===== config.mk =====
export PLATFORM = sky130hd
export DESIGN_NAME = q2_sequencer
export DESIGN_NICKNAME = d
export VERILOG_FILES = /design/src/rtl/q2_pkg.sv /design/src/rtl/q2_bit_counter.sv /design/src/rtl/q2_sequencer.sv
export SDC_FILE = /design/constraint.sdc
export NUM_CORES = 1
export LEC_CHECK = 0
export ABC_AREA = 1
export CORE_MARGIN = 4
export CORE_UTILIZATION = 35
export CTS_BUF_LIST = sky130_fd_sc_hd__clkbuf_8 sky130_fd_sc_hd__clkbuf_16
export DETAILED_ROUTE_END_ITERATION = 16
export RECOVER_POWER = 100
export SYNTH_ARGS = -nofsm -noshare
export SYNTH_HDL_FRONTEND = slang
export SYNTH_SLANG_ARGS = --single-unit

===== constraint.sdc =====
create_clock -name clk -period 1.2 [get_ports clk]
set_clock_uncertainty 0.1 [all_clocks]
set_input_delay 0.24 -clock clk [delete_from_list [all_inputs] [get_ports clk]]
set_output_delay 0.24 -clock clk [all_outputs]
set_load 0.01 [all_outputs]

===== src/rtl/q2_pkg.sv =====
// Shared state codes and opcode field layout for the Q2 sequencer.
package q2_pkg;

   // State word s3..s0 as seen by the control decoder
   typedef enum logic [3:0] {
      ST_FETCH    = 4'b0000,
      ST_DEREF    = 4'b0001,
      ST_LOAD     = 4'b0010,
      ST_EXEC     = 4'b0011,
      ST_ALU      = 4'b0100,
      ST_ALU_LAST = 4'b1100
   } q2_state_e;

   // Bit positions of the opcode fields within the O register
   localparam int OPC_O0 = 0;
   localparam int OPC_O1 = 1;
   localparam int OPC_O2 = 2;
   localparam int OPC_W  = 3;

   // Address-phase successor: indirect words detour through DEREF,
   // o2 then separates ALU-class (LOAD) from non-ALU (EXEC) instructions.
   function automatic q2_state_e addr_next(input logic deref_i,
                                           input logic [OPC_W-1:0] opc_i);
      if (deref_i)
         return ST_DEREF;
      else if (opc_i[OPC_O2])
         return ST_EXEC;
      else
         return ST_LOAD;
   endfunction

endpackage


===== src/rtl/q2_bit_counter.sv =====
// ALU bit-step counter: clear/enable, flags the step after which ALU_LAST follows.
module q2_bit_counter
   import q2_pkg::*;
#(
   parameter int WIDTH = 8,
   parameter int CW    = $clog2(WIDTH)
) (
   input  logic clk,
   input  logic rst_n,
   input  logic clr,
   input  logic en,
   output logic term
);

   logic [CW-1:0] cnt_q;
   logic [CW-1:0] cnt_d;

   // Clear wins over enable so LOAD/ALU_LAST always restart from zero
   always_comb begin
      cnt_d = cnt_q;
      if (clr)
         cnt_d = '0;
      else if (en)
         cnt_d = cnt_q + CW'(1);
   end

   // Counter register
   always_ff @(posedge clk or negedge rst_n) begin
      if (!rst_n)
         cnt_q <= '0;
      else
         cnt_q <= cnt_d;
   end

   // Completing the ALU step with this count means the next step is the last
   assign term = (cnt_q == CW'(WIDTH - 2));

endmodule


===== src/rtl/q2_sequencer.sv =====
// Q2 instruction sequencer: produces the state word and write strobe for the
// control decoder, gated by front-panel run/step and stretched by mem_ready.
module q2_sequencer
   import q2_pkg::*;
#(
   parameter int WIDTH = 8,
   parameter int CW    = $clog2(WIDTH)
) (
   input  logic clk,
   input  logic rst_n,
   input  logic o0,
   input  logic o1,
   input  logic o2,
   input  logic deref,
   input  logic mem_ready,
   input  logic run,
   input  logic step,
   output logic s0,
   output logic s1,
   output logic s2,
   output logic s3,
   output logic ws,
   output logic halted,
   output logic alu_last
);

   q2_state_e        state_q, state_d;
   logic             ws_q, ws_d;
   logic             halted_q, halted_d;
   logic             cnt_clr, cnt_en, cnt_term;
   logic [OPC_W-1:0] opc;
   logic             unused_opc_bits;

   assign opc[OPC_O0] = o0;
   assign opc[OPC_O1] = o1;
   assign opc[OPC_O2] = o2;

   // Only o2 steers sequencing; o0/o1 are decoded elsewhere
   assign unused_opc_bits = opc[OPC_O0] ^ opc[OPC_O1];

   q2_bit_counter #(
      .WIDTH (WIDTH),
      .CW    (CW)
   ) u_bit_cnt (
      .clk   (clk),
      .rst_n (rst_n),
      .clr   (cnt_clr),
      .en    (cnt_en),
      .term  (cnt_term)
   );

   // Next-state: read phase is one clock, write phase waits for mem_ready,
   // and the run switch is sampled on the edge that lands in FETCH.
   always_comb begin
      state_d  = state_q;
      ws_d     = ws_q;
      halted_d = halted_q;
      cnt_clr  = 1'b0;
      cnt_en   = 1'b0;
      if (halted_q) begin
         // Parked FETCH read phase already counts as served
         if (run || step) begin
            ws_d     = 1'b1;
            halted_d = 1'b0;
         end
      end else if (!ws_q) begin
         ws_d = 1'b1;
      end else if (mem_ready) begin
         ws_d = 1'b0;
         case (state_q)
            ST_FETCH:    state_d = addr_next(deref, opc);
            ST_DEREF:    state_d = addr_next(1'b0, opc);
            ST_LOAD: begin
               state_d = ST_ALU;
               cnt_clr = 1'b1;
            end
            ST_EXEC:     state_d = ST_FETCH;
            ST_ALU: begin
               cnt_en  = 1'b1;
               state_d = cnt_term ? ST_ALU_LAST : ST_ALU;
            end
            ST_ALU_LAST: begin
               state_d = ST_FETCH;
               cnt_clr = 1'b1;
            end
            default: begin
               state_d = ST_FETCH;
               cnt_clr = 1'b1;
            end
         endcase
         if (state_d == ST_FETCH)
            halted_d = ~run;
      end
   end

   // State, phase and halt registers
   always_ff @(posedge clk or negedge rst_n) begin
      if (!rst_n) begin
         state_q  <= ST_FETCH;
         ws_q     <= 1'b0;
         halted_q <= 1'b1;
      end else begin
         state_q  <= state_d;
         ws_q     <= ws_d;
         halted_q <= halted_d;
      end
   end

   assign {s3, s2, s1, s0} = state_q;
   assign ws               = ws_q;
   assign halted           = halted_q;
   assign alu_last         = state_q[3];

endmodule


# Word-level counts from Yosys, hierarchy flattened
# Index checks and enable logic that the tools add are counted.
[word_totals]
reg_bits = 9
latch_bits = 0
ram_bits = 0
rom_bits = 0
inputBits = 9
out_inout_bits = 7
mem_count = 0
[classes]
add_sub_neg = 1
n_mul = 0
n_div = 0
magnitude_cmp = 0
eq_ne = 6
shift = 0
mux = 26
bitwise_logic = 2
reduce_logical = 6
[ops]
columns = ["cell", "n"]
rows = [
  ["1-bit two-way mux", 18],
  ["4-bit two-way mux", 4],
  ["4-bit case mux with 4 select lines", 1],
  ["4-bit by 2-bit equality test with 1-bit output (second input constant)", 2],
  ["4-bit logical NOT", 2],
  ["3-bit two-way mux", 2],
  ["4-bit by 1-bit equality test with 1-bit output (second input constant)", 1],
  ["4-bit by 3-bit equality test with 1-bit output (second input constant)", 1],
  ["4-bit OR reduction", 1],
  ["3-bit by 1-bit adder with 3-bit output (second input constant)", 1],
  ["3-bit equality test (second input constant)", 1],
  ["3-bit AND reduction", 1],
  ["2-bit two-way mux", 1],
  ["2-bit by 1-bit != test with 1-bit output (second input constant)", 1],
  ["1-bit inverter", 2],
  ["2-bit nonzero test", 1],
  ["1-bit logical OR", 1],
]

# Longest topological paths before layout
# Gate-level depths: netlist (run 1).
[depth]
ltp_word = 11
mapped_depth = 7
depth_no_buf = 7

# Hierarchy
# A second synthesis (run 1) with hierarchy kept.
[unflattened]
cells_unflattened = 66
hier_area_um2 = 533.0
[by_module_without_submodules]
columns = ["mod", "instances", "cells_per_inst", "area_per_inst_um2"]
rows = [
  ["q2_sequencer", 1, 47, 366.6],
  ["q2_bit_counter", 1, 19, 166.4],
]

# Worst setup path after synthesis (run 1)
# No wires, ideal clock.
[synth_timing]
path_kind = "register to register"
startpoint = "register halted_q (netlist: halted)"
endpoint = "register state_q[3]"
t_arrival_ns = 0.917
required_ns = 0.983
slack_ns = 0.066
path_stages_with_launch = 6
path_buffers = 0
cell_sequence = "dfstp_2 -> inv_2 -> nand3_1 -> nor2_2 -> nand3_1 -> nand2_1"
[synth_between]
elab_chain_cells = 2
[synth_rtl]
columns = ["item", "line_no", "rtl"]
rows = [
  ["start: declaration", "q2_sequencer.sv:29", "logic halted_q, halted_d;"],
  ["start signal: assignment", "q2_sequencer.sv:105", "halted_q <= halted_d;"],
  ["1-bit inverter (no source line)", "n/a", ""],
  ["3-bit AND reduction (no source line)", "n/a", ""],
  ["end signal: assignment", "q2_sequencer.sv:103", "state_q <= state_d;"],
  ["end: declaration", "q2_sequencer.sv:27", "q2_state_e state_q, state_d;"],
]
# Every way passes these cells.
# A chain may end at the register's enable or synchronous reset.

# Worst setup path after layout (run 1)
[layout_timing]
startpoint = "register halted_q (netlist: halted)"
endpoint = "output halted"
[layout_lines]
columns = ["item", "line_no", "rtl"]
rows = [
  ["end: declaration", "q2_sequencer.sv:23", "output logic halted,"],
]
# No word-level cell between the ends.

==> results of run 1 <==
[final timing paths]
kind,cells past startpoint,to
worst min register to register,2,u_bit_cnt.cnt_q[0]$_DFFE_PN0P_
max in group asynchronous,2,halted$_DFF_PN1_
worst min-delay path,3,u_bit_cnt.cnt_q[1]$_DFFE_PN0P_
min in group asynchronous,2,state_q[1]$_DFFE_PN0P_
worst max register to register,5,ws$_DFFE_PN0P_
worst max-delay path,1,halted
[routing by layer]
layer	track usage (%)	share of wire, %	up-vias
met3	3.95	5.7	2
met5	0	0	-
li1	-	-	254
met4	3.51	0.74	0
met2	18.7	48	9
met1	13.0	45	204
[cell usage in the layout, fill, tap and decap left out]
master and count:
or2_0 1, clkbuf_8 3, inv_4 1, nor2_1 4
nor2_4 4, clkdlybuf4s15_1 2, inv_2 3, o21ai_1 1
buf_6 3, nor2_2 1, nor3_2 1, dlymetal6s2s_1 1
xor2_1 1, dfstp_2 1, clkbuf_1 5, o31ai_1 1
nand3_2 1, inv_1 4, clkinv_2 1, ha_1 2
nand3_1 5, nand2_1 15, buf_4 9, nand2_2 4
dfrtp_1 8, nand4_1 1, a31oi_1 1, o21ai_0 2
dlygate4sd3_1 1, clkdlybuf4s50_1 4
[area by class of cell]
class	count	area (um^2)
Fill cell	124	523
Clock inverter	1	5.00
Timing Repair Buffer	25	203
Inverter	8	32.5
Tap cell	15	18.8
Clock buffer	3	41.3
Sequential cell	9	226
Multi-Input combinational cell	45	268
[per-stage QoR]
step | util [%] | total power, W
2_1_floorplan | - | 0.000903
3_3_place_gp | 53.8 | 0.00126
3_5_place_dp | 53.8 | 0.00126
4_1_cts | 58.5 | 0.00166
5_1_grt | 60.3 | 0.00183
6_report | 60.3 | 0.00170
[synthesized netlist by cell type (all sizes together)]
master and number:
nand2 19, nor2 9, dfrtp 8, inv 8, nand3 6, o21ai 3
ha 2, a31oi 1, buf 1, dfstp 1, nand4 1, nor3 1
o31ai 1, or2 1, xor2 1
[power by group]
group	total (W)	internal (W)	switching (W)	leakage, nW
clock network	0.000355	0.000227	0.000128	0.0255
logic	0.000856	0.000390	0.000466	0.263
registers	0.000486	0.000415	0.0000708	0.112
[repair_timing]
action,CTS,global route
resized for setup,27,12
setup endpoints to repair,15,12
buffers inserted,0,2
pin swaps,0,1
[kinds of logic after synthesis]
kind of cell	Yosys count	synth area share [%]
adder cells (fa/ha/maj)	2	5.09
buffers and inverters	9	7.63
AO/OA/AOI/OAI	5	5.85
AND/OR/NAND/NOR	37	33.6
XOR/XNOR	1	1.78
flip-flops	9	46.1
[state kept, by name, indices dropped and copies added (netlist names)]
register / cells
halted: 1
ws: 1
state_q: 4
u_bit_cnt.cnt_q: 3
==> summary.txt, run 1 <==
Setup TNS: -0.0350 ns
dpl cell area: 708 um^2
CTS clk-pin slew, worst paths: 0.05 ns
cell count after synthesis: 63
PortBufs: 13
P per Cell Area: 2140 nW/um^2
via count: 469
Max VDD drop: 0.00105 V
Hold WC Path Type: input pin to register
CTS tree: done
Post-Layout Cell Count: 106
max-cap violations: 0
Synth area leaders: dfrtp_1 41%, nand2_1 15%, nand3_1 6.1%
CTS Hold Buffers Added: 0
first-pass GRT wire length: 1690 um
wire length per cell: 10.2 um
First DRT Iteration DRCs: 2
GRT Residual Overflow: 0
failing checks: setup timing
CP Class: register to output port
clk sinks: 9
Final period util: 102%
DIE AREA: 2070 um^2
Synth area leader: dfrtp_1
layout cells sized above 1: 35.2%
core area: 1320 um^2
Setup WS post-layout: -0.0211 ns
initial antenna violation count: 0
syn_nets: 74
Max stage delay on crit path: 0.55 ns
CP top delay family: flip-flops
Residual DRC: 0
Worst Setup End Kind: output port
count of cell types in the netlist: 19
synthesized area per cell: 7.81 um^2
Slew Viols, Final: 0
Worst EP arrival: 0.88 ns
Max Fclk: 819 MHz
Cells after DPL: 100
CTS buffer count: 3
first element of the critical path: halted$_DFF_PN1_
First-pass DRT Iterations: 4
Total Wirelength: 1080 um
Nets: 103
start point of the worst hold path: mem_ready
height of the die: 45.5 um
Clock Tree Buf Depth: 2
Crit-path slowest cell: dfstp_2
ANT nets after route: 0
area share of the largest cell type after synthesis: 40.7%
DPL Wire Length: 784 um
outcome: finished with violations
Fin. Hold Viols: 0
design area: 795 um^2
Core Rows: 13
Leak: 0.400 nW
sequential area share after synthesis: 46.1%
Buf/Inv on CP: 1
reg2reg setup slack: -0.01 ns
initial core utilization: 37.3%
critical path cell sequence: buf_6
Reg-to-Reg Start: halted$_DFF_PN1_
largest net degree at the start of global routing: 10
Seq cells post-synth: 9
total track usage: 11.1%
synthesized area: 492 um^2
Area growth, synth to finish: 61.6%
Period minus WS final: 1.22 ns
Antenna Cells: 0
RSZ-0062 raised after global routing: true
final setup fails: 2
Max H-tree Level: 1
CP required: 0.86 ns
WHS: 0.333 ns
Yosys Warn Count: 0
Placement Setup Slack: -0.217 ns
Die W: 45.5 um
vias in the first global route: 440
CP Launch Type: register
vias per cell: 4.42
gp weighted congestion: 0.745
Worst Max-Slew Pin Slew: 0.520 ns
io pins: 16
Root Buffer Master: clkbuf_8
worst-skew pair later-pin latency: 0.23 ns
crit-path max FO: 2
max_slew headroom: 65.3%
Power figures use the tool's default switching activity.
==> run 2, diff against run 1 <==
Settings changed: ABC_AREA 1 to not set, CORE_AREA set to 4 4 41 43, CORE_MARGIN 4 to not set, CORE_UTILIZATION 35 to not set, DIE_AREA set to 0 0 45 47, PLACE_DENSITY set to 0.66.
==> summary.txt, run 2 <==
P per Cell Area: 2200 nW/um^2 (was 2140 nW/um^2)
CP Class: register to register (was register to output port)
Fin. Hold Viols: 0 (unchanged)
last element of the critical path: u_bit_cnt.cnt_q[1]$_DFFE_PN0P_ (was halted)
most common cell after layout, fill and taps aside: buf_6 (was nand2_1)
gp weighted congestion: 0.726 (was 0.745)
Critical Path Stages: 4 (was 1)
largest net degree at the start of global routing: 10 (unchanged)
worst-skew pair later-pin latency: 0.23 ns (about the same)
Total Wirelength: 1180 um (was 1080 um)
Setup WS post-layout: -0.106 ns (was -0.0211 ns)
layout cells sized above 1: 43.6% (was 35.2%)
EDFF count, synth: 0 (unchanged)
wire length per cell: 12.7 um (was 10.2 um)
via count: 435 (was 469)
First DRT Iteration DRCs: 3 (was 2)
Synth area leaders: dfrtp_1 41%, nand2b_1 7.7%, dfstp_2 5.4% (was dfrtp_1 41%, nand2_1 15%, nand3_1 6.1%)
Max VDD drop: 0.00110 V (was 0.00105 V)
capturing point of the worst reg2reg path: u_bit_cnt.cnt_q[1]$_DFFE_PN0P_ (was ws$_DFFE_PN0P_)
Slew Viols, Final: 0 (unchanged)
Leak: 0.375 nW (was 0.400 nW)
Worst Max-Slew Pin Slew: 0.494 ns (was 0.520 ns)
Yosys Warn Count: 0 (unchanged)
CTS buffer count: 3 (unchanged)
final setup fails: 9 (was 2)
ANT nets after route: 0 (unchanged)
CTS Hold Buffers Added: 0 (unchanged)
critical path cell sequence: buf_6 -> nand3b_4 -> a21oi_1 -> o22ai_1 (was buf_6)
vias per cell: 4.68 (was 4.42)
Buf/Inv on CP: 1 (unchanged)
Clk pwr share: 18.7% (was 20.9%)
Pint: 0.00116 W (was 0.00103 W)
vias in the first global route: 466 (was 440)
Max H-tree Level: 1 (unchanged)
first element of the critical path: halted$_DFF_PN1_ (unchanged)
max_slew headroom: 67.1% (was 65.3%)
Synth area leader: dfrtp_1 (unchanged)
Period minus WS final: 1.31 ns (was 1.22 ns)
Core Rows: 13 (unchanged)
Final period util: 109% (was 102%)
Worst Setup End Kind: register (was output port)
syn_nets: 59 (was 74)
core area: 1300 um^2 (was 1320 um^2)
CTS tree: done (unchanged)
Seq cells post-synth: 9 (unchanged)
WHS: 0.377 ns (was 0.333 ns)
outcome: finished with violations (unchanged)
length in cells of the worst reg-to-reg path: 4 (was 5)
most common cell in the netlist: dfrtp_1 (was nand2_1)
total track usage: 13.1% (was 11.1%)
synthesized area per cell: 10.2 um^2 (was 7.81 um^2)
synthesized area: 489 um^2 (was 492 um^2)
Net Switching: 0.000662 W (was 0.000665 W)
First-pass DRT Iterations: 4 (unchanged)
Clock Tree Buf Depth: 2 (unchanged)
Final Power: 0.00182 W (was 0.00170 W)
DIE AREA: 2120 um^2 (was 2070 um^2)
Crit-path slowest cell: dfstp_2 (unchanged)
max-cap violations: 0 (unchanged)
Antenna Cells: 0 (unchanged)
CP required: 1.19 ns (was 0.86 ns)
GRT Residual Overflow: 0 (unchanged)
RSZ-0062 raised after global routing: true (unchanged)
failing checks: setup timing (unchanged)
Root Buffer Master: clkbuf_8 (unchanged)
Reg power frac: 30.1% (was 28.6%)
Hold WC Path Type: input pin to async pin (was input pin to register)
initial antenna violation count: 0 (unchanged)
max FFs per register: 4 (unchanged)
io pins: 16 (unchanged)
dpl cell area: 703 um^2 (was 708 um^2)
cell count after synthesis: 48 (was 63)
initial core utilization: 37.6% (was 37.3%)
sw frac: 36.4% (was 39.2%)
Worst EP arrival: 1.30 ns (was 0.88 ns)
Top Registers: state_q (4), u_bit_cnt.cnt_q (3) (unchanged)
clk sinks: 9 (unchanged)
commonest non-fill, non-tap cells in the layout: 9 x buf_6, 7 x buf_4, 7 x dfrtp_1 (was 15 x nand2_1, 9 x buf_4, 8 x dfrtp_1)
PortBufs: 13 (unchanged)
Reg-to-Reg Start: halted$_DFF_PN1_ (unchanged)
count of cell types in the netlist: 22 (was 19)
dominant synthesized flop cell: dfrtp_1 (unchanged)
CP Launch Type: register (unchanged)
Comb pwr share: 51.3% (was 50.5%)
height of the die: 47 um (was 45.5 um)
first-pass GRT wire length: 1950 um (was 1690 um)
DPL Wire Length: 770 um (was 784 um)
CTS clk-pin slew, worst paths: 0.05 ns (about the same)
top cells by count, synth: 8 x dfrtp_1, 6 x nand2_1, 6 x nand2b_1 (was 19 x nand2_1, 8 x dfrtp_1, 6 x nand3_1, 6 x nor2_1, 5 x inv_1)
reg2reg setup slack: -0.11 ns (was -0.01 ns)
design area: 828 um^2 (was 795 um^2)
Max stage delay on crit path: 0.37 ns (was 0.55 ns)
Setup TNS: -0.635 ns (was -0.0350 ns)
Area growth, synth to finish: 69.3% (was 61.6%)
Nets: 90 (was 103)
sequential area share after synthesis: 46.3% (was 46.1%)
Residual DRC: 0 (unchanged)
Biggest register: state_q (unchanged)
Placement Setup Slack: -0.288 ns (was -0.217 ns)
Die W: 45 um (was 45.5 um)
ys async rst share: 100% (unchanged)
Max Fclk: 766 MHz (was 819 MHz)
CP top delay family: compound AO/OA/AOI/OAI gates (was flip-flops)
area share of the largest cell type after synthesis: 40.9% (was 40.7%)
crit-path max FO: 8 (was 2)
run 2: changes by cell type after synthesis, sizes merged, moves of 2 or more:
cell,delta
nor2,-6
o21ai,+2
nand3,-6
nand2b,+6
a21oi,+2
inv,-5
nand2,-13
run 2: how the worst min path moves through the flow:
stage	slack, ns	start	cells past startpoint	endpoint
floorplan	-0.16	rst_n	0	state_q[0]$_DFFE_PN0P_
global placement	0.40	u_bit_cnt.cnt_q[0]$_DFFE_PN0P_	1	u_bit_cnt.cnt_q[0]$_DFFE_PN0P_
detailed placement	0.41	u_bit_cnt.cnt_q[0]$_DFFE_PN0P_	1	u_bit_cnt.cnt_q[0]$_DFFE_PN0P_
CTS	0.19	rst_n	2	state_q[0]$_DFFE_PN0P_
global route	0.43	rst_n	2	state_q[0]$_DFFE_PN0P_
finish	0.38	rst_n	2	state_q[0]$_DFFE_PN0P_
run 2: worst register-to-register path: stages (launching register included):
cell and delay, ns:
dfstp_2 0.37, buf_6 0.11, nand3b_4 0.21, a21oi_1 0.26
o22ai_1 0.13
run 2: metrics by stage:
stage / std cells / util, %
after global routing: 93 / 63.7
final: 93 / 63.7
after global placement: 85 / 54.0
after CTS: 92 / 62.6
after floorplan: 48 / -
after detailed placement: 85 / 54.0
run 2: logic make-up (layout without fill, tap and decap cells):
| family | Yosys count | count (layout) | share of synthesized area (%) |
|---|---|---|---|
| compound gates | 11 | 11 | 14.6 |
| fa+ha+maj | 2 | 2 | 5.11 |
| mux | 1 | 1 | 2.05 |
| flops | 9 | 9 | 46.3 |
| buf+inv | 5 | 35 | 6.14 |
| xor+xnor | 1 | 1 | 1.79 |
| simple gates | 19 | 19 | 24.0 |
run 2: per-layer routing:
metal  global-route usage (%)  routed length [um]
met3                     2.68                  59
met5                        0                   0
met1                     14.7                 503
met2                     23.2                 596
met4                     7.02                  18
run 2: power groups by stage:
stage | Combinational [W] | Sequential [W] | Clock [W]
2_1_floorplan | 0.000336 | 0.000572 | 0
3_3_place_gp | 0.000681 | 0.000529 | 0
3_5_place_dp | 0.000689 | 0.000536 | 0
4_1_cts | 0.000857 | 0.000534 | 0.000346
5_1_grt | 0.00102 | 0.000562 | 0.000361
6_report | 0.000933 | 0.000547 | 0.000340
run 2: repair_timing:
action | CTS | global route
setup endpoints to repair | 14 | 16
gates resized for setup | 28 | 13
gates cloned | 0 | 0
pin swaps | 3 | 2
setup buffers | 3 | 1
run 2: area by class of cell:
| cell class | count | area [um^2] |
|---|---|---|
| fillers | 117 | 473 |
| inverters | 3 | 11.3 |
| flip-flops and latches | 9 | 228 |
| well taps | 15 | 18.8 |
| multi-input cells | 34 | 284 |
| clock inverters | 1 | 3.75 |
| repair buffers | 28 | 241 |
| clock buffers | 3 | 41.3 |
